**src/rtl/in_buff.sv**
```systemverilog
// UART-side front end and single-precision FP core: collects A, B and an opcode byte,
// computes the result (truncating, denormals flushed) and streams it MSB first to the TX.
module in_buff (
  input  logic       clk,
  input  logic       rst,
  input  logic [7:0] data_in,
  input  logic       en,
  input  logic       Tx_busy,
  output logic       wr_en,
  output logic [7:0] toTx,
  output logic [7:0] bulbs
);

  typedef enum logic [2:0] {RX, EXEC, DONE, TX_SEND, TX_WAIT} state_t;

  localparam logic [31:0] QNAN = 32'h7FC00000;

  state_t      r_state;
  logic [31:0] r_a, r_b;
  logic [7:0]  r_op;
  logic [3:0]  r_idx;
  logic        r_en_d;
  logic        r_op_ready;
  logic [7:0]  r_res [0:3];
  logic [1:0]  r_byte;
  logic [1:0]  r_wait;
  logic        r_div_busy;
  logic [4:0]  r_dcnt;
  logic [24:0] r_rem;
  logic [24:0] r_quo;

  function automatic logic [31:0] f_pack(input logic s, input logic signed [10:0] e,
                                         input logic [22:0] m);
    if (e >= 11'sd255)    return {s, 8'hFF, 23'd0};
    else if (e <= 11'sd0) return {s, 31'd0};
    else                  return {s, e[7:0], m};
  endfunction

  logic        w_sa, w_sb, w_sbe, w_nan_in, w_en_rise;
  logic [7:0]  w_ea, w_eb;
  logic [23:0] w_ma, w_mb;

  assign w_sa      = r_a[31];
  assign w_sb      = r_b[31];
  assign w_ea      = r_a[30:23];
  assign w_eb      = r_b[30:23];
  assign w_ma      = (w_ea == 8'd0) ? '0 : {1'b1, r_a[22:0]};
  assign w_mb      = (w_eb == 8'd0) ? '0 : {1'b1, r_b[22:0]};
  assign w_sbe     = w_sb ^ (r_op == 8'h0F);
  assign w_nan_in  = (w_ea == 8'hFF) || (w_eb == 8'hFF);
  assign w_en_rise = en & ~r_en_d;

  // Add/sub: larger magnitude is L; smaller is aligned (truncated) before the add.
  logic        w_swap, w_sL, w_sS;
  logic [7:0]  w_eL, w_eS, w_d;
  logic [23:0] w_mL, w_mS, w_mS_sh, w_diff;
  logic [24:0] w_sum;
  logic [4:0]  w_lz;
  logic [22:0] w_norm;
  logic [31:0] w_addsub;

  assign w_swap  = {w_eb, w_mb} > {w_ea, w_ma};
  assign w_sL    = w_swap ? w_sbe : w_sa;
  assign w_sS    = w_swap ? w_sa  : w_sbe;
  assign w_eL    = w_swap ? w_eb  : w_ea;
  assign w_eS    = w_swap ? w_ea  : w_eb;
  assign w_mL    = w_swap ? w_mb  : w_ma;
  assign w_mS    = w_swap ? w_ma  : w_mb;
  assign w_d     = w_eL - w_eS;
  assign w_mS_sh = (w_d > 8'd23) ? '0 : (w_mS >> w_d);
  assign w_sum   = {1'b0, w_mL} + {1'b0, w_mS_sh};
  assign w_diff  = w_mL - w_mS_sh;

  always_comb begin
    logic w_found;
    w_found = 1'b0;
    w_lz    = '0;
    for (int unsigned i = 0; i < 24; i++) begin
      if (!w_found && w_diff[23-i]) begin
        w_lz    = 5'(i);
        w_found = 1'b1;
      end
    end
    w_norm   = 23'(w_diff << w_lz);
    w_addsub = '0;
    if (w_ea == 8'd0 && w_eb == 8'd0)
      w_addsub = '0;
    else if (w_ea == 8'd0)
      w_addsub = {w_sbe, r_b[30:0]};
    else if (w_eb == 8'd0)
      w_addsub = r_a;
    else if (w_sL == w_sS)
      w_addsub = w_sum[24] ? f_pack(w_sL, $signed({3'b0, w_eL}) + 11'sd1, w_sum[23:1])
                           : f_pack(w_sL, $signed({3'b0, w_eL}), w_sum[22:0]);
    else if (w_diff == 24'd0)
      w_addsub = '0;
    else
      w_addsub = f_pack(w_sL, $signed({3'b0, w_eL}) - $signed({6'd0, w_lz}), w_norm);
  end

  logic [24:0]        w_prod;
  logic signed [10:0] w_mexp, w_dexp;
  logic [31:0]        w_mul, w_fast, w_div_sres, w_div_res, w_exec_val;
  logic               w_div_special, w_exec_done, w_ge;
  logic [23:0]        w_rem_sub;

  assign w_prod = 25'((48'(w_ma) * 48'(w_mb)) >> 23);
  assign w_mexp = $signed({3'b0, w_ea}) + $signed({3'b0, w_eb}) - 11'sd127
                + $signed({10'd0, w_prod[24]});
  assign w_mul  = w_prod[24] ? f_pack(w_sa ^ w_sb, w_mexp, w_prod[23:1])
                             : f_pack(w_sa ^ w_sb, w_mexp, w_prod[22:0]);

  always_comb begin
    w_fast = QNAN;
    if (!w_nan_in) begin
      case (r_op)
        8'hF0, 8'h0F: w_fast = w_addsub;
        8'h33:        w_fast = (w_ea == 8'd0 || w_eb == 8'd0) ? {w_sa ^ w_sb, 31'd0} : w_mul;
        default:      w_fast = QNAN;
      endcase
    end
  end

  always_comb begin
    w_div_special = 1'b1;
    w_div_sres    = QNAN;
    if (w_nan_in)
      w_div_sres = QNAN;
    else if (w_eb == 8'd0)
      w_div_sres = (w_ea == 8'd0) ? QNAN : {w_sa ^ w_sb, 8'hFF, 23'd0};
    else if (w_ea == 8'd0)
      w_div_sres = {w_sa ^ w_sb, 31'd0};
    else
      w_div_special = 1'b0;
  end

  // Restoring divider: 25 quotient bits; bit 24 set means mA >= mB (no exponent decrement).
  assign w_ge      = r_rem >= {1'b0, w_mb};
  assign w_rem_sub = w_ge ? (r_rem[23:0] - w_mb) : r_rem[23:0];
  assign w_dexp    = $signed({3'b0, w_ea}) - $signed({3'b0, w_eb}) + 11'sd126
                   + $signed({10'd0, r_quo[24]});
  assign w_div_res = r_quo[24] ? f_pack(w_sa ^ w_sb, w_dexp, r_quo[23:1])
                               : f_pack(w_sa ^ w_sb, w_dexp, r_quo[22:0]);

  assign w_exec_done = (r_op != 8'hCC) || w_div_special || (r_div_busy && r_dcnt == 5'd0);
  assign w_exec_val  = (r_op != 8'hCC) ? w_fast : (w_div_special ? w_div_sres : w_div_res);

  always_ff @(posedge clk or negedge rst) begin
    if (!rst) begin
      r_state    <= RX;
      r_a        <= '0;
      r_b        <= '0;
      r_op       <= '0;
      r_idx      <= '0;
      r_en_d     <= 1'b0;
      r_op_ready <= 1'b0;
      for (int unsigned i = 0; i < 4; i++) r_res[i] <= '0;
      r_byte     <= '0;
      r_wait     <= '0;
      r_div_busy <= 1'b0;
      r_dcnt     <= '0;
      r_rem      <= '0;
      r_quo      <= '0;
      wr_en      <= 1'b0;
      toTx       <= '0;
      bulbs      <= '0;
    end else begin
      r_en_d <= en;
      wr_en  <= 1'b0;
      case (r_state)
        RX: if (w_en_rise) begin
          bulbs <= data_in;
          r_idx <= r_idx + 4'd1;
          if (r_idx < 4'd4)      r_a <= {r_a[23:0], data_in};
          else if (r_idx < 4'd8) r_b <= {r_b[23:0], data_in};
          else begin
            r_op    <= data_in;
            r_state <= EXEC;
          end
        end
        EXEC: begin
          if (w_exec_done) begin
            r_res[0]   <= w_exec_val[31:24];
            r_res[1]   <= w_exec_val[23:16];
            r_res[2]   <= w_exec_val[15:8];
            r_res[3]   <= w_exec_val[7:0];
            r_op_ready <= 1'b1;
            r_div_busy <= 1'b0;
            r_state    <= DONE;
          end else if (!r_div_busy) begin
            r_rem      <= {1'b0, w_ma};
            r_quo      <= '0;
            r_dcnt     <= 5'd25;
            r_div_busy <= 1'b1;
          end else begin
            r_rem  <= {w_rem_sub, 1'b0};
            r_quo  <= {r_quo[23:0], w_ge};
            r_dcnt <= r_dcnt - 5'd1;
          end
        end
        DONE: begin
          r_byte  <= '0;
          r_state <= TX_SEND;
        end
        TX_SEND: if (!Tx_busy) begin
          toTx    <= r_res[r_byte];
          wr_en   <= 1'b1;
          r_wait  <= 2'd2;
          r_state <= TX_WAIT;
        end
        TX_WAIT: begin
          if (r_wait != 2'd0)
            r_wait <= r_wait - 2'd1;
          else if (!Tx_busy) begin
            if (r_byte == 2'd3) begin
              r_op_ready <= 1'b0;
              r_idx      <= '0;
              r_byte     <= '0;
              r_state    <= RX;
            end else begin
              r_byte  <= r_byte + 2'd1;
              r_state <= TX_SEND;
            end
          end
        end
        default: r_state <= RX;
      endcase
    end
  end

endmodule

```
**config.mk**
```make
export PLATFORM = sky130hd
export DESIGN_NAME = in_buff
export DESIGN_NICKNAME = d
export VERILOG_FILES = /design/src/rtl/in_buff.sv
export SDC_FILE = /design/constraint.sdc
export NUM_CORES = 2
export LEC_CHECK = 0
export CAP_MARGIN = 10
export CORE_MARGIN = 5
export CORE_UTILIZATION = 61
export CTS_BUF_LIST = sky130_fd_sc_hd__clkbuf_4
export CTS_CLUSTER_SIZE = 30
export DETAILED_ROUTE_END_ITERATION = 8
export PLACE_DENSITY = 0.8
export SLEW_MARGIN = 20
export SYNTH_ARGS = -nofsm -noshare
export SYNTH_HDL_FRONTEND = slang
export SYNTH_SLANG_ARGS = --single-unit
```
**constraint.sdc**
```tcl
create_clock -name clk -period 13.07 [get_ports clk]
set_clock_uncertainty 0.2 [all_clocks]
set_input_delay 1.9605 -clock clk [delete_from_list [all_inputs] [get_ports clk]]
set_output_delay 1.9605 -clock clk [all_outputs]
set_load 0.1 [all_outputs]
```
==> run summary <==
The power share of the combinational group is 89.0%. For this design the total switching power over the nets is 7.11 mW. The number of clock sinks came out at 189.

In this run switching power makes up 61.0% of total power. The critical path data arrival time is 13,070 ps. The vias after detailed routing is 38,600.

Setup violations remaining at the end of the flow were counted as 0. The most used flip-flop cell after synthesis is dfrtp_1. The kind of start point of the critical path is a flop. The core area came out at 64,300 um2.

Port buffering added 28 buffers. The maximum resistive drop on vdd is 0.000419 V. The die span in x is 265 um. The number of standard-cell rows in the floorplan came out at 93. The analysis attributes to cell leakage a power of 20.3 nW. After synthesis the netlist holds a flip-flop and latch count of 189. The post-synthesis cell area came out at 39,500 um2. The most common library cell in the layout ignoring fill and taps is inv_1. The remaining global-route overflow came out at 0. The die area is 70,000 um2.

In this run, the number of DRC markers left after iteration 0 of detailed routing was 5,399. The total wirelength of the detailed-routed design is 161,000 um. The filler-free cell count of the finished design is 5,831. The via density per instance came out at 6.62.

Cells with a size suffix above 1 make up 11.9% of the layout. The number of nets produced by synthesis is 5,689. The initial core utilization is 61.4%. The synthesized netlist cell count came out at 4,854. The total power is 11.7 mW. The flow ran to the end, and the final reports show no timing, DRC or antenna violations. For this design, the slowest cell found on the critical path is or4_1. The peak clock frequency supported by timing is 0.0791 GHz. The headroom to the max-slew limit is 26.7%. The top cell types in the final layout, fill and taps aside, are 689 x inv_1, 676 x nand2_1, 487 x fa_1.

The critical path is of the reg2reg type. TritonCTS built the clock tree. The worst-case register-to-register setup slack came out at 430 ps.

The clock passes through at most 2 buffers. The synthesized design devotes to its leading area cell type 24.7% of total area. The number of flops mapped to enable cells by yosys is 0. The I/O pin count came out at 29. The final hold violation count came out at 0. The cell type with the highest occurrence count on the critical path is buf_4. The number of clock buffers inserted by TritonCTS is 17. In this run the most critical hold path is launched from r_wait[0]. The post-synthesis cell type count is 109. The global placer's final weighted congestion is 1.08.

Summed over all instances, the cell type with the most area after synthesis is fa_1. The number of antenna violations at the first check in global routing is 9. The total iterations of the first detailed-routing run is 7. The clock network burns 3.3% of the power.

The largest fanout of any net on the critical path is 13. The final number of max-transition violations is 0. The worst reg-to-reg path cell count came out at 57.

The average instance area after synthesis came out at 8.14 um2. The synthesis warning total came out at 0. The worst-margin pin slew came out at 1090 ps. The source-to-sink clock delay at the later pin of the worst-skew pair came out at 720 ps. The worst hold path belongs to the class reg2reg. The area added between synthesis and finish is 8.95%.

For this run, design rule violations remaining after detail routing come to 0. The share of flip-flops with an asynchronous set or reset after synthesis is 100%. The net total in the final layout is 5,791.

Counting instances, the worst hold path has a depth of 1. The final standard cell utilization of the core came out at 66.9%. The sum of net half-perimeters after detailed placement is 131,000 um. The number of global-route vias before repair came to 37,700.

The final clock period utilization by the worst path is 96.7%. For the worst setup path, the data required time is 13,500 ps. The floorplan step set the die height to 265 um. Across the run, the number of max-cap violations was 0.

The sequential cell area fraction in the yosys report came out at 12.0%. In the global route stage, overall resource usage came out at 45.1%. The startpoint identified for the worst register-to-register timing path is r_a[26]. The pin count of the biggest net entering global routing came out at 70. The endpoint type of the worst setup path is a flop. The global-route wire length before repair is 240,000 um.

The internal power of the cells totals 4.55 mW. The CTS clock-pin slew for the worst setup and hold paths is 220 ps. The count of hold buffers inserted by post-cts repair is 0. The most critical setup path has its startpoint at r_a[26].

In the post-synthesis netlist, the biggest area contributors are fa_1 25%, dfrtp_1 12%, ha_1 11%, inv_1 6.6%, nand2_1 6.5%. The cell at the root of the clock tree is clkbuf_4. The capture instance of the worst register-to-register path is r_res[26]. The number of instances in the placed design came out at 5,783.

In this run the remaining antenna-violating nets after routing total 0. The peak per-stage delay on the critical path is 590 ps. The number of levels in the clock H-tree is 4. The power density normalized to cell area came out at 271 nW/um2. The routed length per placed instance is 27.6 um. Sequential cells account for 7.7% of the total power.

The path with the worst hold slack has its endpoint at r_wait[0]. The routed design could run at a clock period as short as 12,640 ps.
worst max-delay path: cells and delay by family (launching register included):
| kind | cells | cell delay [ps] |
|---|---|---|
| and+or+nand+nor | 26 | 5730 |
| AOI/OAI and AO/OA | 15 | 2830 |
| adders and majority gates | 6 | 1720 |
| buffers and inverters | 8 | 1170 |
| DFF | 1 | 470 |
| muxes | 1 | 280 |
| xor gates and xnor gates | 1 | 120 |
kinds of logic after synthesis:
logic type,synth area share [%]
fa+ha+maj,35.3
buf+inv,9.29
xor+xnor,2.73
flops,12.0
mux,6.06
compound gates,15.9
simple gates,18.7
metrics by stage:
| stage | setup TNS (ps) | worst slack, ps | hold WS (ps) | area, um2 |
|---|---|---|---|---|
| floorplan | 0 | 151 | 235 | 39500 |
| global placement | -36.6 | -36.6 | 257 | 42300 |
| detailed placement | -676 | -134 | 278 | 42300 |
| CTS | 0 | 22.8 | 311 | 42700 |
| global route | -31.3 | -19.7 | 328 | 43100 |
| finish | 0 | 428 | 308 | 43100 |
power groups by stage:
| stage | registers (mW) | clock network, mW | logic [mW] |
|---|---|---|---|
| 3_3_place_gp | 0.884 | 0 | 9.67 |
| 3_5_place_dp | 0.887 | 0 | 9.70 |
| 6_report | 0.897 | 0.384 | 10.4 |
| 5_1_grt | 0.904 | 0.405 | 10.9 |
| 2_1_floorplan | 1.02 | 0 | 6.10 |
| 4_1_cts | 0.877 | 0.380 | 9.75 |
layer usage:
| layer | vias up | part of all wire [%] | GRT usage, % |
|---|---|---|---|
| met2 | 2851 | 40 | 63.7 |
| li1 | 16400 | - | - |
| met4 | 6 | 6.9 | 22.7 |
| met1 | 18700 | 37 | 60.3 |
| met5 | - | 0.029 | 0 |
| met3 | 695 | 16 | 18.3 |
worst max-delay path by stage:
stage	to	cells past startpoint	slack [ps]
2_1_floorplan	r_res[19]	60	150
3_3_place_gp	r_res[22]	44	-40
3_5_place_dp	r_res[22]	48	-130
4_1_cts	r_res[22]	48	20
5_1_grt	r_res[26]	57	-20
6_report	r_res[26]	57	430
sequential cells by signal, indices dropped and copies added (netlist names), 4 cells and up:
name and cells:
r_b 32, toTx 8, r_op 8, r_res 32, bulbs 8, r_quo 25
r_a 32, r_dcnt 5, r_rem 25, r_idx 4
final cells by class:
| cell class | instances | area (um2) |
|---|---|---|
| Fill cell | 5459 | 21300 |
| Multi-Input combinational cell | 3706 | 31500 |
| Clock inverter | 15 | 211 |
| Clock buffer | 17 | 128 |
| Antenna cell | 7 | 17.5 |
| Timing Repair Buffer | 346 | 2780 |
| Sequential cell | 189 | 4730 |
| Tap cell | 855 | 1070 |
| Inverter | 696 | 2620 |
cells in the mapped netlist, types with 18 or more instances:
| cell type | n |
|---|---|
| a211oi_1 | 32 |
| a21o_1 | 57 |
| a21oi_1 | 210 |
| a221oi_1 | 18 |
| a31oi_1 | 30 |
| and2_1 | 137 |
| and3_1 | 67 |
| buf_2 | 22 |
| clkbuf_1 | 217 |
| dfrtp_1 | 189 |
| fa_1 | 487 |
| ha_1 | 336 |
| inv_1 | 692 |
| mux2_2 | 98 |
| mux2i_1 | 95 |
| nand2_1 | 680 |
| nand2b_1 | 27 |
| nand3_1 | 94 |
| nand4_1 | 29 |
| nor2_1 | 304 |
| nor2b_1 | 35 |
| nor3_1 | 87 |
| nor4_1 | 20 |
| o211ai_1 | 47 |
| o21a_1 | 23 |
| o21ai_0 | 278 |
| o21bai_1 | 26 |
| o221ai_1 | 18 |
| o22ai_1 | 30 |
| o31ai_1 | 18 |
| or3_1 | 33 |
| xnor2_1 | 83 |
| xor2_1 | 36 |
what timing repair did:
item,in CTS,in global routing
pin swaps,1,11
setup endpoints to repair,17,31
buffers inserted,0,9
resized for setup,4,76
No activity file was read; power rests on OpenSTA's default activity.
